## src/rtl/hazard3_ahbl_arb_2to1_if.sv

```systemverilog
// rtl/hazard3_ahbl_arb_2to1_if.sv - AHB-Lite bus bundle used on every arbiter port
//
// Purpose: one AHB-Lite master/slave connection (address phase, write data,
// ready/response/read data).
// Modports:
//   master - drives haddr/hwrite/htrans/hsize/hburst/hprot/hmastlock/hwdata,
//            receives hready/hresp/hrdata
//   slave  - the mirror image
interface hazard3_ahbl_arb_2to1_if #(
    parameter int W_ADDR = 32,
    parameter int W_DATA = 32
);
    logic [W_ADDR-1:0] haddr;
    logic              hwrite;
    logic [1:0]        htrans;
    logic [2:0]        hsize;
    logic [2:0]        hburst;
    logic [3:0]        hprot;
    logic              hmastlock;
    logic [W_DATA-1:0] hwdata;
    logic              hready;
    logic              hresp;
    logic [W_DATA-1:0] hrdata;

    modport master (
        output haddr, hwrite, htrans, hsize, hburst, hprot, hmastlock, hwdata,
        input  hready, hresp, hrdata
    );

    modport slave (
        input  haddr, hwrite, htrans, hsize, hburst, hprot, hmastlock, hwdata,
        output hready, hresp, hrdata
    );
endinterface

```

## src/rtl/hazard3_ahbl_arb_2to1.sv

```systemverilog
// rtl/hazard3_ahbl_arb_2to1.sv - two-master to one-slave AHB-Lite arbiter
//
// Purpose: merges the load/store port (s0) and the instruction-fetch port (s1)
// onto one downstream AHB-Lite master port (m). A losing address phase is held
// in a per-port buffer and that port is stalled until the buffered transfer has
// been issued and its data phase completes.
// Ports:
//   clk    - clock
//   rst_n  - asynchronous active-low reset
//   s0     - upstream load/store port (slave modport)
//   s1     - upstream fetch port (slave modport)
//   m      - downstream port (master modport)
// Configuration macro: HAZARD3_ARB_ROUND_ROBIN_EN
//   undefined - fixed priority, s0 wins every conflict
//   defined   - conflicts alternate via a last_winner register
module hazard3_ahbl_arb_2to1 #(
    parameter int W_ADDR = 32,
    parameter int W_DATA = 32
) (
    input  logic                    clk,
    input  logic                    rst_n,
    hazard3_ahbl_arb_2to1_if.slave  s0,
    hazard3_ahbl_arb_2to1_if.slave  s1,
    hazard3_ahbl_arb_2to1_if.master m
);

    typedef struct packed {
        logic [W_ADDR-1:0] haddr;
        logic              hwrite;
        logic [2:0]        hsize;
        logic [2:0]        hburst;
        logic [3:0]        hprot;
        logic              hmastlock;
    } aph_t;

    typedef enum logic [1:0] {
        OWN_NONE = 2'd0,
        OWN_S0   = 2'd1,
        OWN_S1   = 2'd2
    } owner_t;

    aph_t   buf0_q, buf0_d, buf1_q, buf1_d;
    logic   buf0_vld_q, buf0_vld_d, buf1_vld_q, buf1_vld_d;
    owner_t dph_owner_q, dph_owner_d;
    logic   locked_q, locked_d;
    logic   lock_port_q, lock_port_d;   // 0 = s0 holds the lock, 1 = s1

    aph_t   live0, live1, cand0_aph, cand1_aph, win_aph;
    logic   s0_rdy, s1_rdy, live_req0, live_req1, cand0, cand1;
    logic   win0, win1, grant_any;
    logic   unused_htrans;

    assign live0 = {s0.haddr, s0.hwrite, s0.hsize, s0.hburst, s0.hprot, s0.hmastlock};
    assign live1 = {s1.haddr, s1.hwrite, s1.hsize, s1.hburst, s1.hprot, s1.hmastlock};

    // A buffered port is stalled until its transfer is granted and becomes the
    // data-phase owner; the buffer clears at the grant, so buf_vld alone covers
    // both "buffered" and "buffer is the current downstream address phase".
    assign s0_rdy = (dph_owner_q == OWN_S0) ? m.hready : !buf0_vld_q;
    assign s1_rdy = (dph_owner_q == OWN_S1) ? m.hready : !buf1_vld_q;

    assign live_req0 = s0.htrans[1] && s0_rdy;
    assign live_req1 = s1.htrans[1] && s1_rdy;

    assign cand0     = buf0_vld_q || live_req0;
    assign cand1     = buf1_vld_q || live_req1;
    assign cand0_aph = buf0_vld_q ? buf0_q : live0;
    assign cand1_aph = buf1_vld_q ? buf1_q : live1;

`ifdef HAZARD3_ARB_ROUND_ROBIN_EN
    // 1 means s1 won the previous conflict, so s0 takes the next one.
    logic last_winner_q;

    always_ff @(posedge clk or negedge rst_n) begin
        if (!rst_n) begin
            last_winner_q <= 1'b1;
        end else if (m.hready && cand0 && cand1) begin
            last_winner_q <= win1;
        end
    end
`endif

    always_comb begin
        win0 = 1'b0;
        win1 = 1'b0;
        if (locked_q) begin
            // The locked port keeps the bus; the other port waits even if idle cycles pass.
            win0 = cand0 && !lock_port_q;
            win1 = cand1 && lock_port_q;
        end else if (cand0 && cand1) begin
`ifdef HAZARD3_ARB_ROUND_ROBIN_EN
            win0 = last_winner_q;
            win1 = !last_winner_q;
`else
            win0 = 1'b1;
`endif
        end else begin
            win0 = cand0;
            win1 = cand1;
        end
    end

    assign grant_any = win0 || win1;
    assign win_aph   = win1 ? cand1_aph : cand0_aph;

    assign m.htrans    = grant_any ? 2'b10 : 2'b00;
    assign m.haddr     = grant_any ? win_aph.haddr     : '0;
    assign m.hwrite    = grant_any ? win_aph.hwrite    : 1'b0;
    assign m.hsize     = grant_any ? win_aph.hsize     : 3'b000;
    assign m.hburst    = grant_any ? win_aph.hburst    : 3'b000;
    assign m.hprot     = grant_any ? win_aph.hprot     : 4'b0000;
    assign m.hmastlock = grant_any ? win_aph.hmastlock : 1'b0;

    assign m.hwdata = (dph_owner_q == OWN_S0) ? s0.hwdata :
                      (dph_owner_q == OWN_S1) ? s1.hwdata : '0;

    assign s0.hready = s0_rdy;
    assign s1.hready = s1_rdy;
    assign s0.hresp  = (dph_owner_q == OWN_S0) && m.hresp;
    assign s1.hresp  = (dph_owner_q == OWN_S1) && m.hresp;
    assign s0.hrdata = m.hrdata;
    assign s1.hrdata = m.hrdata;

    assign unused_htrans = s0.htrans[0] ^ s1.htrans[0];

    always_comb begin
        buf0_vld_d  = buf0_vld_q;
        buf1_vld_d  = buf1_vld_q;
        buf0_d      = buf0_q;
        buf1_d      = buf1_q;
        dph_owner_d = dph_owner_q;
        locked_d    = locked_q;
        lock_port_d = lock_port_q;

        if (m.hready) begin
            if (win0 && buf0_vld_q) buf0_vld_d = 1'b0;
            if (win1 && buf1_vld_q) buf1_vld_d = 1'b0;
            dph_owner_d = win0 ? OWN_S0 : (win1 ? OWN_S1 : OWN_NONE);
            if (grant_any) begin
                locked_d    = win_aph.hmastlock;
                lock_port_d = win1;
            end else if (locked_q) begin
                // Locked port went idle: the lock survives only if it keeps hmastlock high.
                locked_d = lock_port_q ? s1.hmastlock : s0.hmastlock;
            end
        end

        // A live request that is not issued this edge is parked. It can never
        // meet a valid buffer because the port's hready is low while buffered.
        if (live_req0 && !(win0 && m.hready)) begin
            buf0_vld_d = 1'b1;
            buf0_d     = live0;
        end
        if (live_req1 && !(win1 && m.hready)) begin
            buf1_vld_d = 1'b1;
            buf1_d     = live1;
        end
    end

    always_ff @(posedge clk or negedge rst_n) begin
        if (!rst_n) begin
            buf0_vld_q  <= 1'b0;
            buf1_vld_q  <= 1'b0;
            buf0_q      <= '0;
            buf1_q      <= '0;
            dph_owner_q <= OWN_NONE;
            locked_q    <= 1'b0;
            lock_port_q <= 1'b0;
        end else begin
            buf0_vld_q  <= buf0_vld_d;
            buf1_vld_q  <= buf1_vld_d;
            buf0_q      <= buf0_d;
            buf1_q      <= buf1_d;
            dph_owner_q <= dph_owner_d;
            locked_q    <= locked_d;
            lock_port_q <= lock_port_d;
        end
    end

endmodule
```

## src/flat_wrapper.sv

```systemverilog
// flat-port wrapper written by rule: the top's interface ports become plain ports
module hazard3_ahbl_arb_2to1_flat 
#(
    parameter int W_ADDR = 32,
    parameter int W_DATA = 32
)
  (clk, rst_n, s0_haddr, s0_hwrite, s0_htrans, s0_hsize, s0_hburst, s0_hprot, s0_hmastlock, s0_hwdata, s0_hready, s0_hresp, s0_hrdata, s1_haddr, s1_hwrite, s1_htrans, s1_hsize, s1_hburst, s1_hprot, s1_hmastlock, s1_hwdata, s1_hready, s1_hresp, s1_hrdata, m_haddr, m_hwrite, m_htrans, m_hsize, m_hburst, m_hprot, m_hmastlock, m_hwdata, m_hready, m_hresp, m_hrdata);
  hazard3_ahbl_arb_2to1_if #(.W_ADDR(W_ADDR), .W_DATA(W_DATA)) s0_i ();
  hazard3_ahbl_arb_2to1_if #(.W_ADDR(W_ADDR), .W_DATA(W_DATA)) s1_i ();
  hazard3_ahbl_arb_2to1_if #(.W_ADDR(W_ADDR), .W_DATA(W_DATA)) m_i ();
  input  logic clk;
  input  logic rst_n;
  input wire logic [$bits(s0_i.haddr)-1:0] s0_haddr;
  input wire logic [$bits(s0_i.hwrite)-1:0] s0_hwrite;
  input wire logic [$bits(s0_i.htrans)-1:0] s0_htrans;
  input wire logic [$bits(s0_i.hsize)-1:0] s0_hsize;
  input wire logic [$bits(s0_i.hburst)-1:0] s0_hburst;
  input wire logic [$bits(s0_i.hprot)-1:0] s0_hprot;
  input wire logic [$bits(s0_i.hmastlock)-1:0] s0_hmastlock;
  input wire logic [$bits(s0_i.hwdata)-1:0] s0_hwdata;
  output wire logic [$bits(s0_i.hready)-1:0] s0_hready;
  output wire logic [$bits(s0_i.hresp)-1:0] s0_hresp;
  output wire logic [$bits(s0_i.hrdata)-1:0] s0_hrdata;
  input wire logic [$bits(s1_i.haddr)-1:0] s1_haddr;
  input wire logic [$bits(s1_i.hwrite)-1:0] s1_hwrite;
  input wire logic [$bits(s1_i.htrans)-1:0] s1_htrans;
  input wire logic [$bits(s1_i.hsize)-1:0] s1_hsize;
  input wire logic [$bits(s1_i.hburst)-1:0] s1_hburst;
  input wire logic [$bits(s1_i.hprot)-1:0] s1_hprot;
  input wire logic [$bits(s1_i.hmastlock)-1:0] s1_hmastlock;
  input wire logic [$bits(s1_i.hwdata)-1:0] s1_hwdata;
  output wire logic [$bits(s1_i.hready)-1:0] s1_hready;
  output wire logic [$bits(s1_i.hresp)-1:0] s1_hresp;
  output wire logic [$bits(s1_i.hrdata)-1:0] s1_hrdata;
  output wire logic [$bits(m_i.haddr)-1:0] m_haddr;
  output wire logic [$bits(m_i.hwrite)-1:0] m_hwrite;
  output wire logic [$bits(m_i.htrans)-1:0] m_htrans;
  output wire logic [$bits(m_i.hsize)-1:0] m_hsize;
  output wire logic [$bits(m_i.hburst)-1:0] m_hburst;
  output wire logic [$bits(m_i.hprot)-1:0] m_hprot;
  output wire logic [$bits(m_i.hmastlock)-1:0] m_hmastlock;
  output wire logic [$bits(m_i.hwdata)-1:0] m_hwdata;
  input wire logic [$bits(m_i.hready)-1:0] m_hready;
  input wire logic [$bits(m_i.hresp)-1:0] m_hresp;
  input wire logic [$bits(m_i.hrdata)-1:0] m_hrdata;
  assign s0_i.haddr = s0_haddr;
  assign s0_i.hwrite = s0_hwrite;
  assign s0_i.htrans = s0_htrans;
  assign s0_i.hsize = s0_hsize;
  assign s0_i.hburst = s0_hburst;
  assign s0_i.hprot = s0_hprot;
  assign s0_i.hmastlock = s0_hmastlock;
  assign s0_i.hwdata = s0_hwdata;
  assign s0_hready = s0_i.hready;
  assign s0_hresp = s0_i.hresp;
  assign s0_hrdata = s0_i.hrdata;
  assign s1_i.haddr = s1_haddr;
  assign s1_i.hwrite = s1_hwrite;
  assign s1_i.htrans = s1_htrans;
  assign s1_i.hsize = s1_hsize;
  assign s1_i.hburst = s1_hburst;
  assign s1_i.hprot = s1_hprot;
  assign s1_i.hmastlock = s1_hmastlock;
  assign s1_i.hwdata = s1_hwdata;
  assign s1_hready = s1_i.hready;
  assign s1_hresp = s1_i.hresp;
  assign s1_hrdata = s1_i.hrdata;
  assign m_haddr = m_i.haddr;
  assign m_hwrite = m_i.hwrite;
  assign m_htrans = m_i.htrans;
  assign m_hsize = m_i.hsize;
  assign m_hburst = m_i.hburst;
  assign m_hprot = m_i.hprot;
  assign m_hmastlock = m_i.hmastlock;
  assign m_hwdata = m_i.hwdata;
  assign m_i.hready = m_hready;
  assign m_i.hresp = m_hresp;
  assign m_i.hrdata = m_hrdata;
  hazard3_ahbl_arb_2to1 #(.W_ADDR(W_ADDR), .W_DATA(W_DATA)) u_core (.clk(clk), .rst_n(rst_n), .s0(s0_i), .s1(s1_i), .m(m_i));
endmodule
```

## config.mk

```make
export PLATFORM = sky130hd
export DESIGN_NAME = hazard3_ahbl_arb_2to1_flat
export DESIGN_NICKNAME = d
export VERILOG_FILES = /design/src/rtl/hazard3_ahbl_arb_2to1_if.sv /design/src/rtl/hazard3_ahbl_arb_2to1.sv /design/src/flat_wrapper.sv
export SDC_FILE = /design/constraint.sdc
export NUM_CORES = 1
export LEC_CHECK = 0
export ABC_AREA = 0
export CAP_MARGIN = 20
export CORE_MARGIN = 2
export CORE_UTILIZATION = 35
export DETAILED_ROUTE_END_ITERATION = 16
export PLACE_DENSITY = 0.82
export REMOVE_ABC_BUFFERS = 1
export SYNTH_ARGS = -nofsm -noshare
export SYNTH_HDL_FRONTEND = slang
export SYNTH_SLANG_ARGS = --single-unit
```

## constraint.sdc

```tcl
create_clock -name clk -period 1.9 [get_ports clk]
set_input_delay 0.19 -clock clk [delete_from_list [all_inputs] [get_ports clk]]
set_output_delay 0.19 -clock clk [all_outputs]
set_load 0.02 [all_outputs]
```

==> results of run 1 <==
placed cells by master, fill, tap and decap left out, types with 5 or more instances in the layout:
| cell | netlist | final |
|---|---|---|
| clkdlybuf4s50_1 | 0 | 156 |
| clkbuf_16 | 0 | 16 |
| a22o_1 | 32 | 28 |
| buf_4 | 67 | 78 |
| mux2i_1 | 88 | 87 |
| dfrtp_1 | 94 | 92 |
| a221oi_2 | 3 | 36 |
| mux2_4 | 40 | 40 |
| mux2_2 | 48 | 48 |
| buf_6 | 8 | 52 |
| buf_12 | 0 | 15 |
| a221oi_4 | 0 | 5 |
how the worst max path moves through the flow:
stage	from	end	cells after the start	slack, ns
after floorplan	u_core.buf1_vld_q	m_htrans[1]	4	-2.24
after detailed placement	m_hready	m_haddr[30]	7	-1.01
final	u_core.dph_owner_q[1]	m_haddr[25]	6	-0.57
after global routing	u_core.dph_owner_q[1]	m_haddr[20]	6	-0.66
after CTS	u_core.buf0_vld_q	m_hmastlock	8	-0.63
after global placement	m_hready	m_haddr[30]	7	-0.96
registers in the layout, indices dropped and copies added, names as in the netlist:
register            cells
u_core.buf1_q          44
u_core.buf1_vld_q       1
u_core.buf0_vld_q       1
u_core.lock_port_q      1
u_core.buf0_q          44
u_core.dph_owner_q      2
u_core.locked_q         1
per-layer routing:
| layer | up-vias | global-route usage [%] | share of wire, % |
|---|---|---|---|
| met3 | 28 | 14.1 | 13 |
| met5 | - | 3.33 | 0.24 |
| met1 | 2570 | 26.6 | 38 |
| li1 | 2322 | - | - |
| met2 | 295 | 36.0 | 47 |
| met4 | 2 | 6.31 | 1.9 |
worst max-delay path, stage by stage (launching register included):
cell	delay [ns]
dfrtp_1	0.39
or4b_4	0.56
o211ai_4	0.22
nand2_4	0.13
buf_12	0.20
a221oi_2	0.26
buf_4	0.18
power groups by stage:
stage	clock [W]	sequential, W	combinational, W
2_1_floorplan	0	0.00375	0.00582
3_3_place_gp	0	0.00354	0.0104
3_5_place_dp	0	0.00358	0.0106
4_1_cts	0.00184	0.00359	0.0114
5_1_grt	0.00193	0.00373	0.0131
6_report	0.00179	0.00361	0.0125
per-stage QoR:
| stage | utilization (%) | power [W] | instance area (µm²) | setup slack [ns] | hold WS [ns] |
|---|---|---|---|---|---|
| after detailed placement | 49.8 | 0.0141 | 8590 | -1.01 | 0.126 |
| final | 56.7 | 0.0179 | 9770 | -0.575 | 0.308 |
| after global placement | 49.8 | 0.0140 | 8590 | -0.963 | 0.124 |
| after floorplan | - | 0.00957 | 5420 | -2.24 | -0.106 |
| after CTS | 53.5 | 0.0168 | 9210 | -0.630 | 0.297 |
| after global routing | 56.7 | 0.0188 | 9770 | -0.661 | 0.311 |
kinds of logic (layout without fill, tap and decap cells):
group                  count (synthesis)  in the layout  synth area share, %
AOI/OAI and AO/OA                     96             96                 13.6
buffers and inverters                110            337                 12.0
DFF                                   94             94                 38.3
muxes                                176            176                 32.9
other                                  1              2               0.0610
and+or+nand+nor                       31             31                 3.12
area by class of cell:
| type | instances | area (µm²) | area share [%] |
|---|---|---|---|
| flip-flops and latches | 94 | 2350 | 24.1 |
| clock inverters | 3 | 45.0 | 0.461 |
| well taps | 225 | 282 | 2.88 |
| diodes | 1 | 2.50 | 0.0256 |
| repair buffers | 317 | 3310 | 33.9 |
| inverters | 4 | 17.5 | 0.179 |
| multi-input cells | 304 | 3520 | 36.0 |
| clock buffers | 13 | 240 | 2.46 |
repair_timing:
| action | 4_1_cts | 5_1_grt |
|---|---|---|
| buffers inserted | 13 | 11 |
| hold buffers | 1 | 0 |
| resized for setup | 474 | 99 |
| pin swaps | 5 | 41 |
| gates cloned | 3 | 6 |
| endpoints found under the setup margin | 125 | 124 |
| hold endpoints to repair | 22 | 0 |
==> out/results.tsv, run 1 <==
metric	value	unit
TritonCTS clock tree	yes	
synth unique cells	44	
DR vias	5217	
area leader, netlist	dfrtp_1	
Switch Pwr	0.00726	W
register share of total power	20.2	%
logic gate share of total power	69.8	%
residual DRC count	0	
Switching Fraction	40.6	%
worst flop-to-flop path startpoint	u_core.dph_owner_q[1]	
Synth area leaders	dfrtp_1 (38%), mux2i_1 (14%), mux2_4 (9.8%)	
H-tree Lvls	3	
Final Critical Period	2.47	ns
Synth warnings	0	
Syn Area/Cell	12.1	µm²
maxcap violations	0	
reg2reg path depth	8	
Clock Power Share	10.0	%
# fillers	1385	
Post-Syn Area	6140	µm²
GRT Total Usage	23.2	%
initial antenna violation count	1	
core region area	17200	µm²
Worst Hold Class	in2async	
dpl cells	913	
clk buf depth	2	
most frequent cell after synthesis	dfrtp_1	
critical path endpoint category	primary output	
most frequent cells after synthesis	dfrtp_1 (94), mux2i_1 (88), buf_4 (67)	
critical path startpoint category	flop	
total clock buffers created by CTS	9	
critical path peak fanout	20	
setup TNS	-41.89	ns
initial core utilization	35.6	%
final setup margin	-0.575	ns
failing checks	setup timing	
Clk pin slew, worst setup/hold paths	0.06	ns
ys async rst share	100	%
status	finished, violations left	
Die Height	136	µm
Static Leak	4.29	nW
clk root buf	clkbuf_16	
worst r2r dst	u_core.buf1_q[34]	
flop-to-flop setup slack	-0.35	ns
Slew Viols, Final	0	
non-filler cells, final	961	
hpwl dp	15900	µm
Yosys top cell area share	38.3	%
number of port buffers	238	
maximum number of pins on one net before global-route repair	38	
post-route ant nets	0	
worst-margin pin slew	0.529	ns
setup violators final	123	
Req. time, crit path	1.71	ns
final setup skew	0.00890	ns
first-pass GRT wire length	31900	µm
routed wire length per instance	23.7	µm
Critical Path AT	2.28	ns
GPL Wtd Cong	0.881	
Post-synth top flop	dfrtp_1	
total die area	18600	µm²
Cell Pwr Density	1830	nW/µm²
internal power	0.0106	W
worst skew pair latency	0.35	ns
fin nets	922	
Tcrit/Tclk final	130	%
fmax	404	MHz
post-synthesis register bit count	94	
RSZ-0062 raised after global routing	true	
total gr overflow	0	
layout cells sized above 1	45.2	%
number of enable-type register cells in the synthesized netlist	0	
crit path kind	reg2out	
Sink Count	94	
Slew headroom	64.7	%
IO Pins	338	
# rows	48	
DR pass1 iterations	4	
Seq/Total Area, Yosys	38.3	%
vias in the first global route	5443	
Detailed Route Iter0 Violations	257	
worst vdd ir	1120	µV
Final Hold Viols	0	
area delta synth->final	59.1	%
final wirelength	22800	µm
Die W	136	µm
Syn Inst Count	508	
Via density	5.43	
(Power assumes the default switching activity.)
==> run 2: changes to the inputs <==
--- a/config.mk
+++ b/config.mk
@@ -6,7 +6,7 @@
 export NUM_CORES = 1
 export LEC_CHECK = 0
 export ABC_AREA = 0
-export CAP_MARGIN = 20
+export CAP_MARGIN = 40
 export CORE_MARGIN = 2
 export CORE_UTILIZATION = 35
 export DETAILED_ROUTE_END_ITERATION = 16
==> results of run 2 <==
No change in the layout: final DEF, timing and power equal those of run 1.
==> run 3: changes to the inputs <==
--- a/config.mk
+++ b/config.mk
@@ -15,3 +15,4 @@
 export SYNTH_ARGS = -nofsm -noshare
 export SYNTH_HDL_FRONTEND = slang
 export SYNTH_SLANG_ARGS = --single-unit
+export TNS_END_PERCENT = 50
==> run 3 against run 2 <==
Against the previous run: the run still ends with setup timing left; critical endpoint is now m_haddr[27]; combinational power decreased by 6%; sequential cell count unchanged; global-route usage increased by 0.055 points; wire length decreased by 1.4%.
==> out/results.tsv, run 3 (synthesized netlist as in run 1, its figures left out) <==
metric	value	unit	change
final setup skew	0.00894	ns	was 0.00890 ns
flop-to-flop setup slack	-0.29	ns	was -0.35 ns
worst-margin pin slew	0.529	ns	about the same
Worst setup startpoint	u_core.buf0_vld_q		was u_core.dph_owner_q[1]
diodes inserted	0		was 1
total clock buffers created by CTS	9		unchanged
final wirelength	22500	µm	was 22800 µm
clk buf depth	2		unchanged
DR pass1 iterations	4		unchanged
biggest regs	u_core.buf0_q (44), u_core.buf1_q (44), u_core.dph_owner_q (2)		unchanged
crit path kind	reg2out		unchanged
maximum number of pins on one net before global-route repair	38		unchanged
fin util	54.1	%	was 56.7%
critical path startpoint category	flop		unchanged
initial antenna violation count	0		was 1
critical path endpoint category	primary output		unchanged
area delta synth->final	51.8	%	was 59.1%
residual DRC count	0		unchanged
Req. time, crit path	1.71	ns	about the same
RSZ-0062 raised after global routing	true		unchanged
Static Leak	4.15	nW	was 4.29 nW
DR top layer	met5		unchanged
number of port buffers	238		unchanged
layout cells sized above 1	42.3	%	was 45.2%
first-pass GRT wire length	32000	µm	was 31900 µm
Sink Count	94		unchanged
hpwl dp	15900	µm	unchanged
routed wire length per instance	23.7	µm	about the same
TritonCTS clock tree	yes		unchanged
Tcrit/Tclk final	135	%	was 130%
met2 WL	10100	µm	was 10600 µm
initial core utilization	35.6	%	unchanged
Cell Pwr Density	1830	nW/µm²	about the same
final setup margin	-0.674	ns	was -0.575 ns
status	finished, violations left		unchanged
Slew Viols, Final	0		unchanged
IO Pins	338		unchanged
fmax	388	MHz	was 404 MHz
vias in the first global route	5426		was 5443
Worst Hold Class	in2async		unchanged
GRT Total Usage	23.2	%	about the same
Critical Path AT	2.38	ns	was 2.28 ns
Via density	5.46		was 5.43
# rows	48		unchanged
DR vias	5191		was 5217
core region area	17200	µm²	unchanged
post-route ant nets	0		unchanged
WL met1	8850	µm	was 8750 µm
Final Critical Period	2.57	ns	was 2.47 ns
fin nets	912		was 922
reg2reg path depth	7		was 8
design area	9320	µm²	was 9770 µm²
total die area	18600	µm²	unchanged
Die W	136	µm	unchanged
Clk pin slew, worst setup/hold paths	0.06	ns	about the same
Hold WS	0.303	ns	was 0.308 ns
most common cell after layout, fill and taps aside	clkdlybuf4s50_1		unchanged
worst flop-to-flop path startpoint	u_core.buf0_vld_q		was u_core.dph_owner_q[1]
placed cell area	8590	µm²	unchanged
critical path peak fanout	10		was 20
failing checks	setup timing		unchanged
setup violators final	89		was 123
met3 WL	3030	µm	was 2950 µm
GPL Wtd Cong	0.881		unchanged
Final Hold Viols	0		unchanged
H-tree Lvls	3		unchanged
most frequent cells in the layout	clkdlybuf4s50_1 (156), dfrtp_1 (92), mux2i_1 (87)		unchanged
setup TNS	-37.12	ns	was -41.89 ns
Detailed Route Iter0 Violations	241		was 257
worst skew pair latency	0.35	ns	about the same
Slew headroom	64.7	%	about the same
Critical Path Sink	m_haddr[27]		was m_haddr[25]
clk root buf	clkbuf_16		unchanged
worst vdd ir	1160	µV	was 1120 µV
maxcap violations	0		unchanged
total gr overflow	0		unchanged
Die Height	136	µm	unchanged
worst r2r dst	u_core.buf1_q[19]		was u_core.buf1_q[34]
==> run 3: cell count changes in the layout (fill, tap and decap cells not counted), moves of 2 or more <==
cell,before,now
buf_2,4,35
buf_6,52,23
a221oi_1,0,8
a221oi_2,36,28
buf_4,78,71
clkbuf_16,16,10
a22o_1,28,31
a22o_4,4,1
buf_12,15,13
mux2_2,48,46
mux2_4,40,42
==> run 3: worst min path at each step <==
stage | to | slack (ns) | depth (start not counted)
2_1_floorplan | u_core.buf0_q[0] | -0.11 | 0
3_3_place_gp | u_core.buf0_q[14] | 0.12 | 1
3_5_place_dp | u_core.buf0_q[14] | 0.13 | 1
4_1_cts | u_core.buf0_q[14] | 0.30 | 2
5_1_grt | u_core.buf1_q[13] | 0.31 | 2
6_report | u_core.buf0_q[14] | 0.30 | 2
==> run 3: layout make-up <==
type / count / area, µm²
Timing Repair Buffer: 307 / 2960
Clock inverter: 3 / 45.0
Tap cell: 225 / 282
Clock buffer: 13 / 240
Inverter: 4 / 17.5
Fill cell: 1475 / 7910
Multi-Input combinational cell: 304 / 3430
Sequential cell: 94 / 2350
==> run 3: repair_timing <==
action,4_1_cts,5_1_grt
buffers inserted,11,4
resized for setup,450,42
endpoints found under the setup margin,125,128
pin swaps,5,5
cloned,3,2
endpoints found under the hold margin,22,0
hold buffers,1,0
==> run 3: critical path, stage by stage, from the launching register on <==
cell and delay (ns):
dfrtp_2 0.40, or4b_4 0.57, o211ai_4 0.21, nand2_4 0.15
buf_12 0.19, a221oi_1 0.30, buf_2 0.22
==> run 3: per-stage QoR <==
step                      instances  power, W  setup WS (ns)
after global routing            950    0.0180         -0.746
after floorplan                 402   0.00957          -2.24
after global placement          913    0.0140         -0.963
after CTS                       944    0.0164         -0.631
final                           950    0.0171         -0.674
after detailed placement        913    0.0141          -1.01
==> run 3: per-layer routing <==
metal	vias up	track usage (%)
met5	-	3.33
met4	2	6.83
met3	30	13.9
met2	311	35.7
met1	2553	26.9
li1	2295	-
==> run 3: power by group <==
group | internal, W | switching (W)
registers | 0.00304 | 0.000577
logic | 0.00595 | 0.00571
clock network | 0.00102 | 0.000783
total | 0.0100 | 0.00707
